### src/rtl/ques2_pkg.sv
// Shared types and constants for the QUES2 sweep driver and its dwell timer.
package ques2_pkg;

  localparam int NUM_VEC = 16;
  localparam int IDX_W   = 4;
  localparam int ERR_W   = 5;

  typedef enum logic [1:0] {
    IDLE  = 2'd0,
    DRIVE = 2'd1,
    FIN   = 2'd2
  } state_e;

  function automatic logic is_last_vec(input logic [IDX_W-1:0] idx);
    return (idx == IDX_W'(NUM_VEC - 1));
  endfunction

endpackage

### src/rtl/sweep_dwell_timer.sv
// Dwell counter for the sweep driver: counts while enabled and raises tick on
// the last cycle of each dwell, wrapping back to zero on that cycle.
module sweep_dwell_timer #(
  parameter int DWELL = 20,
  parameter int CNT_W = 16
) (
  input  logic clk,
  input  logic rst,
  input  logic clr,
  input  logic en,
  output logic tick
);

  logic [CNT_W-1:0] cnt_q;
  logic [CNT_W-1:0] cnt_d;

  assign tick = (cnt_q == CNT_W'(DWELL - 1));

  // Next count: clear wins, then wrap on tick, else increment while enabled.
  always_comb begin
    cnt_d = cnt_q;
    if (clr) begin
      cnt_d = '0;
    end else if (en) begin
      if (tick) begin
        cnt_d = '0;
      end else begin
        cnt_d = cnt_q + CNT_W'(1);
      end
    end else begin
      cnt_d = cnt_q;
    end
  end

  // Count register.
  always_ff @(posedge clk) begin
    if (rst) begin
      cnt_q <= '0;
    end else begin
      cnt_q <= cnt_d;
    end
  end

endmodule

### src/rtl/ques2_sweep_driver.sv
// Sweeps all 16 {A,B,C,D} vectors into QUES2, samples f at the end of each dwell
// and compares against a latched truth table. Option: QUES2_SWEEP_STOP_ON_ERR_EN.
module ques2_sweep_driver
  import ques2_pkg::*;
#(
  parameter int DWELL = 20,
  parameter int CNT_W = 16
) (
  input  logic                 clk,
  input  logic                 rst,
  input  logic                 start,
  input  logic [NUM_VEC-1:0]   exp_tt,
  input  logic                 f,
  output logic                 A,
  output logic                 B,
  output logic                 C,
  output logic                 D,
  output logic                 busy,
  output logic                 done,
  output logic [NUM_VEC-1:0]   obs_tt,
  output logic [ERR_W-1:0]     err_cnt,
  output logic [IDX_W-1:0]     fail_idx
);

  state_e             state_q, state_d;
  logic [IDX_W-1:0]   idx_q, idx_d;
  logic [IDX_W-1:0]   abcd_q, abcd_d;
  logic [NUM_VEC-1:0] exp_q, exp_d;
  logic [NUM_VEC-1:0] obs_q, obs_d;
  logic [ERR_W-1:0]   err_q, err_d;
  logic [IDX_W-1:0]   fail_q, fail_d;
  logic               busy_q, busy_d;
  logic               done_q, done_d;

  logic accept_s;
  logic drive_s;
  logic tick_s;
  logic mismatch_s;
  logic stop_s;

  assign accept_s = start && (state_q != DRIVE);
  assign drive_s  = (state_q == DRIVE);

  sweep_dwell_timer #(
    .DWELL (DWELL),
    .CNT_W (CNT_W)
  ) u_timer (
    .clk  (clk),
    .rst  (rst),
    .clr  (accept_s),
    .en   (drive_s),
    .tick (tick_s)
  );

  // Mismatch on the current vector and the end-of-sweep decision.
  always_comb begin
    mismatch_s = (f != exp_q[idx_q]);
`ifdef QUES2_SWEEP_STOP_ON_ERR_EN
    stop_s = is_last_vec(idx_q) || mismatch_s;
`else
    stop_s = is_last_vec(idx_q);
`endif
  end

  // Sweep FSM next-state and datapath updates.
  always_comb begin
    state_d = state_q;
    idx_d   = idx_q;
    abcd_d  = abcd_q;
    exp_d   = exp_q;
    obs_d   = obs_q;
    err_d   = err_q;
    fail_d  = fail_q;
    busy_d  = busy_q;
    done_d  = done_q;
    case (state_q)
      IDLE, FIN: begin
        if (start) begin
          state_d = DRIVE;
          idx_d   = '0;
          abcd_d  = '0;
          exp_d   = exp_tt;
          obs_d   = '0;
          err_d   = '0;
          fail_d  = '0;
          busy_d  = 1'b1;
          done_d  = 1'b0;
        end else begin
          state_d = state_q;
        end
      end
      DRIVE: begin
        if (tick_s) begin
          obs_d[idx_q] = f;
          if (mismatch_s) begin
            err_d = err_q + ERR_W'(1);
            if (err_q == ERR_W'(0)) begin
              fail_d = idx_q;
            end else begin
              fail_d = fail_q;
            end
          end else begin
            err_d = err_q;
          end
          if (stop_s) begin
            state_d = FIN;
            abcd_d  = '0;
            busy_d  = 1'b0;
            done_d  = 1'b1;
          end else begin
            idx_d  = idx_q + IDX_W'(1);
            abcd_d = idx_q + IDX_W'(1);
          end
        end else begin
          abcd_d = idx_q;
        end
      end
      default: begin
        state_d = IDLE;
        abcd_d  = '0;
        busy_d  = 1'b0;
        done_d  = 1'b0;
      end
    endcase
  end

  // State and output registers.
  always_ff @(posedge clk) begin
    if (rst) begin
      state_q <= IDLE;
      idx_q   <= '0;
      abcd_q  <= '0;
      exp_q   <= '0;
      obs_q   <= '0;
      err_q   <= '0;
      fail_q  <= '0;
      busy_q  <= 1'b0;
      done_q  <= 1'b0;
    end else begin
      state_q <= state_d;
      idx_q   <= idx_d;
      abcd_q  <= abcd_d;
      exp_q   <= exp_d;
      obs_q   <= obs_d;
      err_q   <= err_d;
      fail_q  <= fail_d;
      busy_q  <= busy_d;
      done_q  <= done_d;
    end
  end

  assign {A, B, C, D} = abcd_q;
  assign busy         = busy_q;
  assign done         = done_q;
  assign obs_tt       = obs_q;
  assign err_cnt      = err_q;
  assign fail_idx     = fail_q;

endmodule

### config.mk
export PLATFORM = sky130hd
export DESIGN_NAME = ques2_sweep_driver
export DESIGN_NICKNAME = d
export VERILOG_FILES = /design/src/rtl/ques2_pkg.sv /design/src/rtl/sweep_dwell_timer.sv /design/src/rtl/ques2_sweep_driver.sv
export SDC_FILE = /design/constraint.sdc
export NUM_CORES = 1
export LEC_CHECK = 0
export CAP_MARGIN = 30
export CORE_MARGIN = 2
export CORE_UTILIZATION = 30
export CTS_CLUSTER_SIZE = 24
export DETAILED_ROUTE_END_ITERATION = 10
export GPL_TIMING_DRIVEN = 0
export PLACE_DENSITY_LB_ADDON = 0.25
export SETUP_SLACK_MARGIN = 0.5
export SYNTH_ARGS = -nofsm -noshare
export SYNTH_HDL_FRONTEND = slang
export SYNTH_HIERARCHICAL = 1
export SYNTH_SLANG_ARGS = --single-unit
export TNS_END_PERCENT = 100
### constraint.sdc
create_clock -name clk -period 2.3 [get_ports clk]
set_clock_uncertainty 0.05 [all_clocks]
set_input_delay 0.46 -clock clk [delete_from_list [all_inputs] [get_ports clk]]
set_output_delay 0.46 -clock clk [all_outputs]
set_load 0.01 [all_outputs]
After elaboration in Yosys (flattened, before gate mapping) --
Cells that the tools add are included. Widths: inputs -> output; s select.
Word-level totals: flip-flop bits (word level) 69, input port bits 20, word-level logic and storage cells 76
Cells by class: equal/unequal tests 12, $add $sub $neg 3, order comparisons 2, muxes and demuxes 36, reductions and logical operators 13
Operator list (number):
- $mux 16 | 3
- $mux 4 | 8
- $pmux 16 s2 | 1
- $pmux 4 s2 | 3
- $add 16x1->16 const B | 1
- $bwmux 16 | 1
- $eq 16x5->1 const B | 1
- $mux 5 | 3
- $ne 2x1->1 const B | 5
- $pmux 5 s2 | 1
- $mux 1 | 8
- $reduce_and 4->1 | 2
- $mux 2 | 3
- $reduce_and 3->1 | 2
- $add 5x1->5 const B | 1
- $logic_not 5->1 | 1
- $lt 4x5->1 const B | 1
- $reduce_and 5->1 | 1
- $add 4x1->4 const B | 1
- $bmux 1 s4 | 1
- $demux 1 s4 | 1
- $eq 4x4->1 const B | 1
- $ge 4x1->1 const B | 1
- $ne 2x2->1 const B | 2
- other kinds (10) | 13

Depth between registers and ports, before layout --
depth in word-level cells 7, mapped depth 8, gate-level depth less buffers 8

By module --
Netlist, hierarchy kept.
By module, submodules not included:
- ques2_sweep_driver | cells an instance 299, instances 1, area each 2463.6 um2
- sweep_dwell_timer | cells an instance 86, instances 1, area each 764.5 um2

Worst setup path after synthesis --
Ideal clock, no wire load.
kind flip-flop to flip-flop, from reg idx_q[1], to reg fail_q[0] (netlist: fail_idx[0]), data required time 2180 ps, path slack -230 ps, stages on the path, launching flop included 8, period minus slack after synthesis 2530 ps, setup time 70 ps, arrival 2410 ps, cells stage by stage dfxtp_1 buf_6 mux4_1 mux4_2 xnor2_2 buf_6 nor4b_1 o2bb2ai_1
On the way: longest elaborated chain between the ends 5
Ends and longest elaborated chain:
- from (decl) | line ques2_sweep_driver.sv:26 | logic [IDX_W-1:0] idx_q, idx_d;
- from (signal assigned) | line ques2_sweep_driver.sv:141 | idx_q <= idx_d;
- $bmux 1 s4 | line ques2_sweep_driver.sv:57 | mismatch_s = (f != exp_q[idx_q]);
- $mux 1 (implied by the code) | line ques2_sweep_driver.sv:57
- $ne 1x1->1 | line ques2_sweep_driver.sv:57
- $ne 2x1->1 (no source line)
- $reduce_and 5->1 (no source line)
- to (signal assigned) | line ques2_sweep_driver.sv:146 | fail_q <= fail_d;
- to (decl) | line ques2_sweep_driver.sv:31 | logic [IDX_W-1:0] fail_q, fail_d;
No other way between the ends. The select of a mux whose other input is x is not followed. A chain may end at the register's enable or synchronous reset.

Final worst setup path --
from reg idx_q[1], to reg err_q[3] (netlist: err_cnt[3])
On the way: longest elaborated chain between the ends 5
Ends and longest elaborated chain:
- $bmux 1 s4 | line ques2_sweep_driver.sv:57
- $mux 1 (implied by the code) | line ques2_sweep_driver.sv:57
- $ne 1x1->1 | line ques2_sweep_driver.sv:57
- $ne 2x1->1 (no source line)
- $reduce_and 4->1 (no source line)
- to (signal assigned) | line ques2_sweep_driver.sv:145 | err_q <= err_d;
- to (decl) | line ques2_sweep_driver.sv:30 | logic [ERR_W-1:0] err_q, err_d;
No other way between the ends. The select of a mux whose other input is x is not followed.

==> impl_results.md <==
* Post-synth EDFFs at 0
* Crit path from: idx_q[1]
* Clk pin slew, worst setup/hold paths at 90 ps
* PD cells at 504 mW/mm²
* GRT Overall Usage at 0.158
* Starting Density at 0.311
* # IOs at 51
* Worst Setup Slack, final at -173 ps
* Residual DRC at 0
* Post-CTS Hold Buffers at 0
* Final hold vios at 0
* Leading cell types by count after synthesis: dfxtp_1 (68), nand2_1 (58), a21oi_1 (55)
* Hold crit path type: reg -> reg
* H-Tree Level Count at 3
* DR WL/cell at 15.1 µm
* Leakage at 1.92 nW
* R2r setup slk at -170 ps
* DR pass1 iterations at 4
* # rows at 37
* Most frequent cell on the critical path: mux4_2
* Initial antenna violation count at 0
* Final core occ at 0.477
* Worst path bufs/invs at 2
* Post-synth cell types at 53
* Largest net degree at the start of global routing at 14
* Worst path cell trace: buf_8 -> mux4_2 -> mux4_2 -> xnor2_2 -> buf_6 -> or4_4 -> a21boi_2
* Largest delay share family, worst path: multiplexers
* Clk buf depth at 2
* Setup violations, final at 9
* CP endpoint: err_cnt[3]
* Post-layout min period at 2470 ps
* GPL Wtd Cong at 0.867
* Met1 usage at 0.199
* Slew at the pin closest to its max-slew limit at 512 ps
* Post-synthesis sequential area ratio at 0.422
* RSZ-0062 raised after global routing: true
* Layout cell share with drive strength beyond 1 at 0.337
* Reg2reg start: idx_q[1]
* Final wirelength at 9.37 mm
* X dimension of the die at 108 µm
* Sink Count at 68
* Worst-Skew Late Latency at 350 ps
* Yosys reg bits at 68
* Syn nets at 412
* Synthesized area per cell at 8.38 µm²
* Vias post-DR at 3162
* CP max FO at 6
* MaxCap Viol Count at 0
* Number of diodes at 0
* CP max stage cell: mux4_2
* Synth-to-layout area growth at 53.2%
* Critical path startpoint category: register
* Outcome: finished, violations left
* RR Endpoint: err_cnt[3]
* Most used DFF post-synth: dfxtp_1
* Die area at 0.0116 mm²
* Synth top area cells: dfxtp_1 (42%), a21oi_1 (8.5%), nand2_1 (6.7%)
* GRT busiest layer: met2
* Dominant cell type by area after synthesis: dfxtp_1
* Max Clk Rate at 404 MHz
* GRT met3 Usage at 0.0285
* Area of the core at 0.0104 mm²
* Remaining global-route overflow at 0
* CP Capture Type: register
* FFs w/ async S/R, synth at 0
* Post-route ant nets at 0
* Mapped Cells at 385
* Top cell type's share of synthesized area at 0.422
* First-pass GRT wire length at 14.5 mm
* Synth Cell Area at 0.00323 mm²
* Critical path class: reg -> reg
* Die Y at 108 µm
* R2R depth at 7
* Detail Placement HPWL at 5.96 mm
* Inst Count DP at 571
* Peak supply drop at 0.302 mV
* Final Non-Filler Cells at 620
* Met2 Resource Use GR at 0.261
* Crit path required time at 2540 ps
* Failing checks: negative setup slack
* Vias/cell at 5.10
* Iteration-0 DRC Markers at 142
* Worst path max stage delay at 510 ps
* Root buffer cell: clkbuf_8
* WP data arrival at 2710 ps
* Worst path depth at 7
* Fin crit share at 1.08
* Yosys warns at 6
* Max_slew headroom at 0.658
* Vias in the first global route at 2964
* PortBufs at 50
* Total CTS buffers at 9
* Final Max Slew Viols at 0
* NumNets Final at 506
* Most numerous cell in the Yosys netlist: dfxtp_1
* CTS tree: done
==> power breakdown <==
group / total [mW] / switching [mW] / leakage (nW) / internal (mW)
Sequential: 1.21 / 0.0147 / 0.557 / 1.20
Combinational: 0.283 / 0.148 / 1.26 / 0.135
Clock: 1.00 / 0.494 / 0.0994 / 0.506
Total: 2.49 / 0.657 / 1.92 / 1.84
==> metrics by stage <==
stage | setup TNS, ps | total power, mW | worst slack [ps] | hold slack [ps] | instance area [µm²]
2_1_floorplan | -99.2 | 1.37 | -48.6 | 383 | 3310
3_3_place_gp | -4230 | 1.45 | -301 | 390 | 3980
3_5_place_dp | -4490 | 1.45 | -316 | 393 | 3980
4_1_cts | -1200 | 2.48 | -170 | 405 | 4490
5_1_grt | -2020 | 2.59 | -248 | 428 | 4940
6_report | -1200 | 2.49 | -173 | 406 | 4940
==> sequential cells by signal (all words and copies together) (netlist names) <==
name and count:
state_q 1, exp_q 16, idx_q 4, busy 1, u_timer/cnt_q 16, fail_idx 4, abcd_q 4, obs_tt 16
done 1, err_cnt 5
==> cells by family (layout without fill, tap and decap cells) <==
logic type	after synthesis	count (layout)	synth area share
compound gates	100	100	0.183
xor+xnor	16	16	0.0457
fa+ha+maj	7	7	0.0271
buf+inv	36	134	0.0527
flops	68	68	0.422
mux	8	8	0.0454
simple gates	150	151	0.224
==> tightest hold or removal path: stages, from the launching register on <==
cell	delay, ps
dfxtp_1	320
nand2_1	50
a21oi_1	50
==> routing by layer <==
layer	vias up	wire length, µm
li1	1542	-
met1	1489	3990
met2	105	4660
met3	26	468
met4	0	253
met5	-	0
==> cells in the final DEF (no fill, tap or decap), drive strengths merged, types with 3 or more instances in the layout <==
cell type	instances
a21oi	57
inv	10
a31oi	3
nor3	8
nand3	11
o21ai	21
clkdlybuf4s50	38
nor2b	3
a22oi	3
dlymetal6s2s	10
nor4	7
nor2	34
nand2	58
mux2i	3
and3	3
clkinv	5
clkbuf	24
nand4	7
mux4	5
xor2	4
xnor2	12
nand2b	6
buf	43
ha	7
dfxtp	68
o2bb2ai	4
==> how the worst min path moves through the flow <==
stage,slack [ps],end,depth (start not counted),start
2_1_floorplan,380,exp_q[12],2,exp_q[12]
3_3_place_gp,390,exp_q[0],2,exp_q[0]
3_5_place_dp,390,exp_q[5],2,exp_q[5]
4_1_cts,410,exp_q[5],2,exp_q[5]
5_1_grt,430,exp_q[5],2,exp_q[5]
6_report,410,exp_q[5],2,exp_q[5]
==> repair_timing <==
| action | 4_1_cts | 5_1_grt |
|---|---|---|
| buffers inserted | 13 | 16 |
| pin swaps | 12 | 37 |
| resized for setup | 56 | 86 |
| gates cloned | 3 | 1 |
| setup endpoints to repair | 68 | 61 |
==> area by class of cell <==
type | instances | area, µm²
clock buffers | 9 | 124
flip-flops and latches | 68 | 1390
repair buffers | 82 | 826
well taps | 136 | 170
plain buffers | 26 | 200
clock inverters | 7 | 77.6
fillers | 994 | 5430
inverters | 10 | 37.5
multi-input cells | 282 | 2120
No activity file was read; power rests on OpenSTA's default activity.
